==> config.mk <==
export PLATFORM = sky130hd
export DESIGN_NAME = rst_seq
export DESIGN_NICKNAME = d
export VERILOG_FILES = /design/src/rtl/rst_seq_pkg.sv /design/src/rtl/rst_seq_sync.sv /design/src/rtl/rst_seq.sv
export SDC_FILE = /design/constraint.sdc
export NUM_CORES = 1
export LEC_CHECK = 0
export BUFFER_PORTS_ARGS = -buffer_cell sky130_fd_sc_hd__clkbuf_2
export CORE_ASPECT_RATIO = 1.1
export CORE_MARGIN = 4
export CORE_UTILIZATION = 58
export DETAILED_ROUTE_END_ITERATION = 8
export GPL_TIMING_DRIVEN = 1
export PLACE_DENSITY = 0.86
export SETUP_SLACK_MARGIN = 0.2
export SYNTH_ARGS = -nofsm -noshare
export SYNTH_HDL_FRONTEND = slang
export SYNTH_SLANG_ARGS = --single-unit
export TNS_END_PERCENT = 10
==> constraint.sdc <==
create_clock -name clk -period 2.8 [get_ports clk]
set_clock_uncertainty 0.1 [all_clocks]
set_input_delay 0 -clock clk [delete_from_list [all_inputs] [get_ports clk]]
set_output_delay 0 -clock clk [all_outputs]
set_load 0.03 [all_outputs]
==> src/rtl/rst_seq_pkg.sv <==
// Shared types and default parameters for the reset sequencer.
package rst_seq_pkg;

  typedef enum logic [1:0] {
    SYNC = 2'd0,
    HOLD = 2'd1,
    RUN  = 2'd2
  } rst_seq_state_t;

  localparam int RST_SEQ_SYNC_STAGES = 2;
  localparam int RST_SEQ_NUM_OUT     = 3;
  localparam int RST_SEQ_HOLD_CYCLES = 8;

  // Index register width; a single domain still needs one bit.
  function automatic int idx_width(input int n);
    return (n > 1) ? $clog2(n) : 1;
  endfunction

endpackage

==> src/rtl/rst_seq_sync.sv <==
// Reset-deassertion synchronizer: cleared asynchronously, shifts in ones on clk.
module rst_sync #(
  parameter int SYNC_STAGES = 2
) (
  input  logic clk,
  input  logic rst_n,
  output logic rel
);

  logic [SYNC_STAGES-1:0] chain_q;
  logic [SYNC_STAGES-1:0] chain_d;

  always_comb begin
    chain_d = {chain_q[SYNC_STAGES-2:0], 1'b1};
  end

  always_ff @(posedge clk or negedge rst_n) begin
    if (!rst_n) begin
      chain_q <= '0;
    end else begin
      chain_q <= chain_d;
    end
  end

  assign rel = chain_q[SYNC_STAGES-1];

endmodule

==> src/rtl/rst_seq.sv <==
// Reset sequencer: synchronizes board reset release, then releases NUM_OUT
// domains one at a time with a fixed gap; a soft request replays the sequence.
module rst_seq
  import rst_seq_pkg::*;
#(
  parameter int SYNC_STAGES = RST_SEQ_SYNC_STAGES,
  parameter int NUM_OUT     = RST_SEQ_NUM_OUT,
  parameter int HOLD_CYCLES = RST_SEQ_HOLD_CYCLES,
  parameter int CNT_W       = $clog2(HOLD_CYCLES + 1)
) (
  input  logic               clk,
  input  logic               rst_n,
  input  logic               soft_req,
  output logic               soft_ack,
  output logic [NUM_OUT-1:0] rst_out_n,
  output logic [NUM_OUT-1:0] rst_out,
  output logic               done
);

  localparam int IDX_W = idx_width(NUM_OUT);

  generate
    if (SYNC_STAGES < 2) begin : g_bad_sync
      $error("rst_seq: SYNC_STAGES must be >= 2");
    end
    if (NUM_OUT < 1) begin : g_bad_num
      $error("rst_seq: NUM_OUT must be >= 1");
    end
    if (HOLD_CYCLES < 1) begin : g_bad_hold
      $error("rst_seq: HOLD_CYCLES must be >= 1");
    end
  endgenerate

  logic sync_rel;

  rst_sync #(
    .SYNC_STAGES(SYNC_STAGES)
  ) u_rst_sync (
    .clk  (clk),
    .rst_n(rst_n),
    .rel  (sync_rel)
  );

  rst_seq_state_t     state_q, state_d;
  logic [CNT_W-1:0]   cnt_q, cnt_d, cnt_inc;
  logic [IDX_W-1:0]   idx_q, idx_d;
  logic [NUM_OUT-1:0] rst_out_n_q, rst_out_n_d;
  logic [NUM_OUT-1:0] rst_out_q, rst_out_d;
  logic               done_q, done_d;
  logic               soft_ack_q, soft_ack_d;
  logic               soft_flag_q, soft_flag_d;
  logic               req_prev_q, req_prev_d;
  logic               soft_rise;
  logic               advance;

  assign soft_rise  = soft_req & ~req_prev_q;
  assign req_prev_d = soft_req;

  always_comb begin
    state_d     = state_q;
    cnt_d       = cnt_q;
    idx_d       = idx_q;
    rst_out_n_d = rst_out_n_q;
    done_d      = done_q;
    soft_ack_d  = 1'b0;
    soft_flag_d = soft_flag_q;
    advance     = 1'b0;
    cnt_inc     = cnt_q + 1'b1;

    case (state_q)
      SYNC: advance = sync_rel;
      HOLD: advance = 1'b1;
      RUN: begin
        if (soft_rise) begin
          rst_out_n_d = '0;
          done_d      = 1'b0;
          idx_d       = '0;
          cnt_d       = '0;
          soft_flag_d = 1'b1;
          state_d     = HOLD;
        end
      end
      default: state_d = SYNC;
    endcase

    // The edge that leaves SYNC already counts as the first hold cycle.
    if (advance) begin
      state_d = HOLD;
      if (cnt_inc == CNT_W'(HOLD_CYCLES)) begin
        cnt_d = '0;
        for (int i = 0; i < NUM_OUT; i++) begin
          if (idx_q == IDX_W'(i)) begin
            rst_out_n_d[i] = 1'b1;
          end
        end
        if (idx_q == IDX_W'(NUM_OUT - 1)) begin
          state_d     = RUN;
          done_d      = 1'b1;
          soft_ack_d  = soft_flag_q;
          soft_flag_d = 1'b0;
        end else begin
          idx_d = idx_q + 1'b1;
        end
      end else begin
        cnt_d = cnt_inc;
      end
    end

    rst_out_d = ~rst_out_n_d;
  end

  always_ff @(posedge clk or negedge rst_n) begin
    if (!rst_n) begin
      state_q     <= SYNC;
      cnt_q       <= '0;
      idx_q       <= '0;
      rst_out_n_q <= '0;
      rst_out_q   <= '1;
      done_q      <= 1'b0;
      soft_ack_q  <= 1'b0;
      soft_flag_q <= 1'b0;
      req_prev_q  <= 1'b0;
    end else begin
      state_q     <= state_d;
      cnt_q       <= cnt_d;
      idx_q       <= idx_d;
      rst_out_n_q <= rst_out_n_d;
      rst_out_q   <= rst_out_d;
      done_q      <= done_d;
      soft_ack_q  <= soft_ack_d;
      soft_flag_q <= soft_flag_d;
      req_prev_q  <= req_prev_d;
    end
  end

  assign rst_out_n = rst_out_n_q;
  assign rst_out   = rst_out_q;
  assign done      = done_q;
  assign soft_ack  = soft_ack_q;

endmodule

# [Word level (Yosys, flattened, before mapping)]
# Index checks and enable logic that the tools add are counted.
[word_totals] register_bits=20 in_bits=3 elab_cells=64
[op_classes] n_addsub=2 n_eq_ne=7 n_mux=35 bitwise_logic=3 n_reduce_logical=7
[op_table] op="$mux W2" n=9
[op_table] op="$mux W1" n=16
[op_table] op="$mux W4" n=4
[op_table] op="$mux W3" n=4
[op_table] op="$add A4 B1 Y4 const B" n=1
[op_table] op="$eq A2 B1 Y1 const B" n=2
[op_table] op="$eq A2 B2 Y1 const B" n=2
[op_table] op="$eq A4 B4 Y1 const B" n=1
[op_table] op="$logic_not A2 Y1" n=2
[op_table] op="$pmux W2 S2" n=1
[op_table] op="$reduce_and A2 Y1" n=2
[op_table] op="$reduce_bool A2 Y1" n=2
[op_table] op="$ne A3 B3 Y1 const B" n=1
[op_table] op="$not A3 Y3" n=1
[op_table] op="$add A2 B1 Y2 const B" n=1
[op_table] op="$ne A2 B1 Y1 const B" n=1
[op_table] op="$pmux W1 S2" n=1
[op_table] op="$reduce_or A2 Y1" n=1
[op_table] op="$and A1 B1 Y1" n=1
[op_table] op="$not A1 Y1" n=1

# [Depth between registers and ports, before layout]
[logic_depth] depth_word=8 mapped_depth=5

# [Modules after synthesis]
# A second synthesis with hierarchy kept.
[hier_totals] hier_cells=73 hier_area_um2=878.3
[modules_own_cells] mod="rst_seq" n_inst=1 cells_per_inst=70 area_per_inst_um2=824.5
[modules_own_cells] mod="rst_sync" n_inst=1 cells_per_inst=3 area_per_inst_um2=53.8

# [Worst setup path after synthesis]
# No wires, ideal clock.
[synth_timing] path_type="register to register" startpoint="register cnt_q[0]" endpoint="register soft_ack_q (netlist: soft_ack)" arrival_time_ns=1.520 path_slack_ns=1.113 path_stages_with_launch=6 period_less_slack_ns=1.687 path_cell_list="dfrtp_1 ha_1 nor2_1 nand2_1 a2111oi_4 and2_1"
[synth_via] elab_chain_len=4
[synth_rtl] element="start: declaration" line_no="rst_seq.sv:45" rtl="logic [CNT_W-1:0] cnt_q, cnt_d, cnt_inc;"
[synth_rtl] element="start signal: assignment" line_no="rst_seq.sv:125" rtl="cnt_q <= cnt_d;"
[synth_rtl] element="$add A4 B1 Y4" line_no="rst_seq.sv:68" rtl="cnt_inc = cnt_q + 1'b1;"
[synth_rtl] element="$eq A4 B4 Y1" line_no="rst_seq.sv:89" rtl="if (cnt_inc == CNT_W'(HOLD_CYCLES)) begin"
[synth_rtl] element="$mux W1" line_no="rst_seq.sv:89"
[synth_rtl] element="$mux W1" line_no="rst_seq.sv:87" rtl="if (advance) begin"
[synth_rtl] element="net soft_ack_d" line_no="rst_seq.sv:50" rtl="logic soft_ack_q, soft_ack_d;"
[synth_rtl] element="end signal: assignment" line_no="rst_seq.sv:130" rtl="soft_ack_q <= soft_ack_d;"
[synth_rtl] element="end: declaration" line_no="rst_seq.sv:50"
# The timed path passes the listed nets, and every way through them passes these cells.
# A chain may end at the register's enable or synchronous reset.

# [Worst setup path after layout]
# Ends and elaborated chain as after synthesis.

==> metrics <==
Synth top area share=0.489; chip height=48.6 um; family with the most delay on the worst path=compound AO/OA/AOI/OAI gates; Switch Pwr=0.455 mW; critical path startpoint category=flop; drt drc=0; Ys Warns=0; Max Clk Rate=527 MHz; setup_tns=0 ps; Internal=0.663 mW; Clock Path Buffers=2; post-route ant nets=0; Net count, final=93; row count=14; type of destination of the critical path=flop; asr flop ratio synth=1.00; mux contribution to synthesized area=0.0230; worst setup margin=901 ps; wire per inst=15.7 um; Total Routing Usage GR=0.173; Setup-failing EPs final=0; DR vias=582; Worst-path clk slew=100 ps; Critical Path AT=2040 ps; TritonCTS clock tree=done; largest family of logic cells by synthesized area=compound AO/OA/AOI/OAI gates; number of synthesized flops with an enable pin=0; min Tclk post-route=1900 ps; max_cap viols=0; post-synthesis adder-cell area fraction=0.0287; Core Footprint=1400 um^2; crit-path cells=ha_1 -> o211ai_2 -> a2111oi_4 -> and2_1; fraction of the mapped netlist area in simple logic gates=0.0991; Post-synth top cells=dfrtp_1 (17), nand2_1 (6), a21oi_1 (5); first-pass GRT wire length=2.77 mm; Starting Density=0.621; Top FF cell, synth=dfrtp_1; Slew Viols, Final=0; die width=44.9 um; Detailed Routing Iterations Pass 1=4; CP max FO=7; Initial DRC Count=10; sequential area share after synthesis=0.579; Combinational Power Share=0.402; WS Path Type=reg2reg; number of buffers created by CTS=3; Tcrit/Tclk final=0.678; Filler cells=104; Syn Nets=77; grt total ovfl=0; WP data required=2940 ps; Final Hold Vio Count=0; initial antenna violation count=0; RSZ-0062 raised after global routing=no; die footprint=2190 um^2; H-tree levels=1; pre-CTS setup slack=968 ps; peak supply drop=0.692 mV; Leak Pwr=0.453 nW; vias per cell=5.65; XOR/XNOR Fraction of Synth Area=0.0201; CTS root buf=clkbuf_4; largest net degree at the start of global routing=21; Final Wtd Congestion=0.822; portion of total power attributed to the clock network=0.145; Synth Area in Compound Gates=0.224; Net Sw Frac=0.407; I/O pins=11; number of setup buffers added after CTS=0; register bit count reported by yosys=20; Hold Crit Class=in2async; status=finished clean; CP bufs+invs=0; Netlist Area Pre-Place=871 um^2; synth unique cells=28; hpwl dp=1.10 mm; most frequent cell after synthesis=dfrtp_1; share of cells above drive strength 1=0.276; TritonCTS Sinks=20; largest area contributor in the netlist=dfrtp_1; P per Cell Area=1130 nW/um^2; diode count=0; syn_area_per_cell=12.1 um^2; CP max-delay cell=a2111oi_4; drt total wl=1.62 mm; number of buffers added on ports=10; Post-Syn Instances=72; clock latency at the later pin of the worst-skew pair=300 ps; Tot Pwr=1.12 mW; Sequential Power Share=0.453; Worst path max stage delay=560 ps; Synth area leaders=dfrtp_1 (49%), dfstp_2 (9.1%), a22o_1 (4.0%), a2111oi_4 (3.2%), a21oi_1 (2.9%); Area Overhead vs Synth=14.1%; vias in the first global route=646
power by group through the flow:
stage	sequential, mW	combinational (mW)	clock [mW]
5_1_grt	0.521	0.493	0.177
3_5_place_dp	0.509	0.441	0
4_1_cts	0.504	0.449	0.165
2_1_floorplan	0.573	0.260	0
6_report	0.506	0.449	0.162
3_3_place_gp	0.501	0.426	0
registers in the layout, indices dropped and copies added (netlist names):
signal,flops
soft_ack,1
rst_out_n,3
rst_out,3
soft_flag_q,1
req_prev_q,1
idx_q,2
u_rst_sync.chain_q,2
state_q,2
done,1
cnt_q,4
logic make-up (layout without fill, tap and decap cells):
family,after synthesis,after routing
AOI/OAI and AO/OA,23,23
xor gates and xnor gates,2,2
adders and majority gates,2,2
buffers and inverters,5,20
DFF,20,20
muxes,2,2
other,1,1
and+or+nand+nor,17,17
final cells by class:
class | instances | area (um^2) | area share
Clock buffer | 4 | 36.3 | 0.0365
Inverter | 4 | 15.0 | 0.0151
Multi-Input combinational cell | 47 | 348 | 0.350
Sequential cell | 20 | 504 | 0.508
Tap cell | 16 | 20.0 | 0.0202
Timing Repair Buffer | 12 | 70.1 | 0.0705
stage by stage:
step                      instance area (um^2)  cells   util  hold slack, ps
final                                      993    103  0.709            64.2
after CTS                                  993    103  0.709            86.7
after floorplan                            871     72      -            -396
after detailed placement                   937     97  0.669            -128
after global routing                       993    103  0.709             100
after global placement                     937     97  0.669            -123
worst reg2reg max path: cells and delay by family (launching register included):
family | cells | cell delay (ps)
DFF | 1 | 480
adders and majority gates | 1 | 310
AOI/OAI and AO/OA | 2 | 760
and+or+nand+nor | 1 | 210
what timing repair did:
item                                   4_1_cts  5_1_grt
hold buffers                                 2        0
endpoints found under the hold margin       22        0
gates resized for setup                      0        0
layer usage:
layer / wire (um) / part of all wire / global-route usage
met5: 0 / 0 / 0
met4: 40 / 0.025 / 0.112
met1: 699 / 0.43 / 0.209
met2: 820 / 0.51 / 0.264
met3: 58 / 0.036 / 0.0444
worst paths after layout:
| kind | startpoint | endpoint | slack (ps) | cells after the start |
|---|---|---|---|---|
| max in group asynchronous | rst_n | rst_out[1] | 2190 | 2 |
| min in group clk | u_rst_sync.chain_q[0] | u_rst_sync.chain_q[1] | 270 | 0 |
| hold reg to reg | u_rst_sync.chain_q[0] | u_rst_sync.chain_q[1] | 270 | 0 |
| setup reg to reg | cnt_q[0] | soft_ack | 900 | 4 |
| setup / recovery | cnt_q[0] | soft_ack | 900 | 4 |
| hold / removal | rst_n | cnt_q[1] | 60 | 2 |
cell usage in the layout (no fill, tap or decap), types with 2 or more instances in the layout:
master,n
ha_1,2
a21o_2,2
nor2_1,4
inv_1,4
and2_1,2
clkbuf_2,10
a21oi_1,5
xnor2_1,2
nand2_1,6
o21ai_0,2
clkbuf_4,3
mux2i_1,2
a22oi_1,2
dfrtp_1,17
dfstp_2,3
dlygate4sd3_1,2
nand3_1,2
a22o_1,4
(Power assumes the default switching activity.)
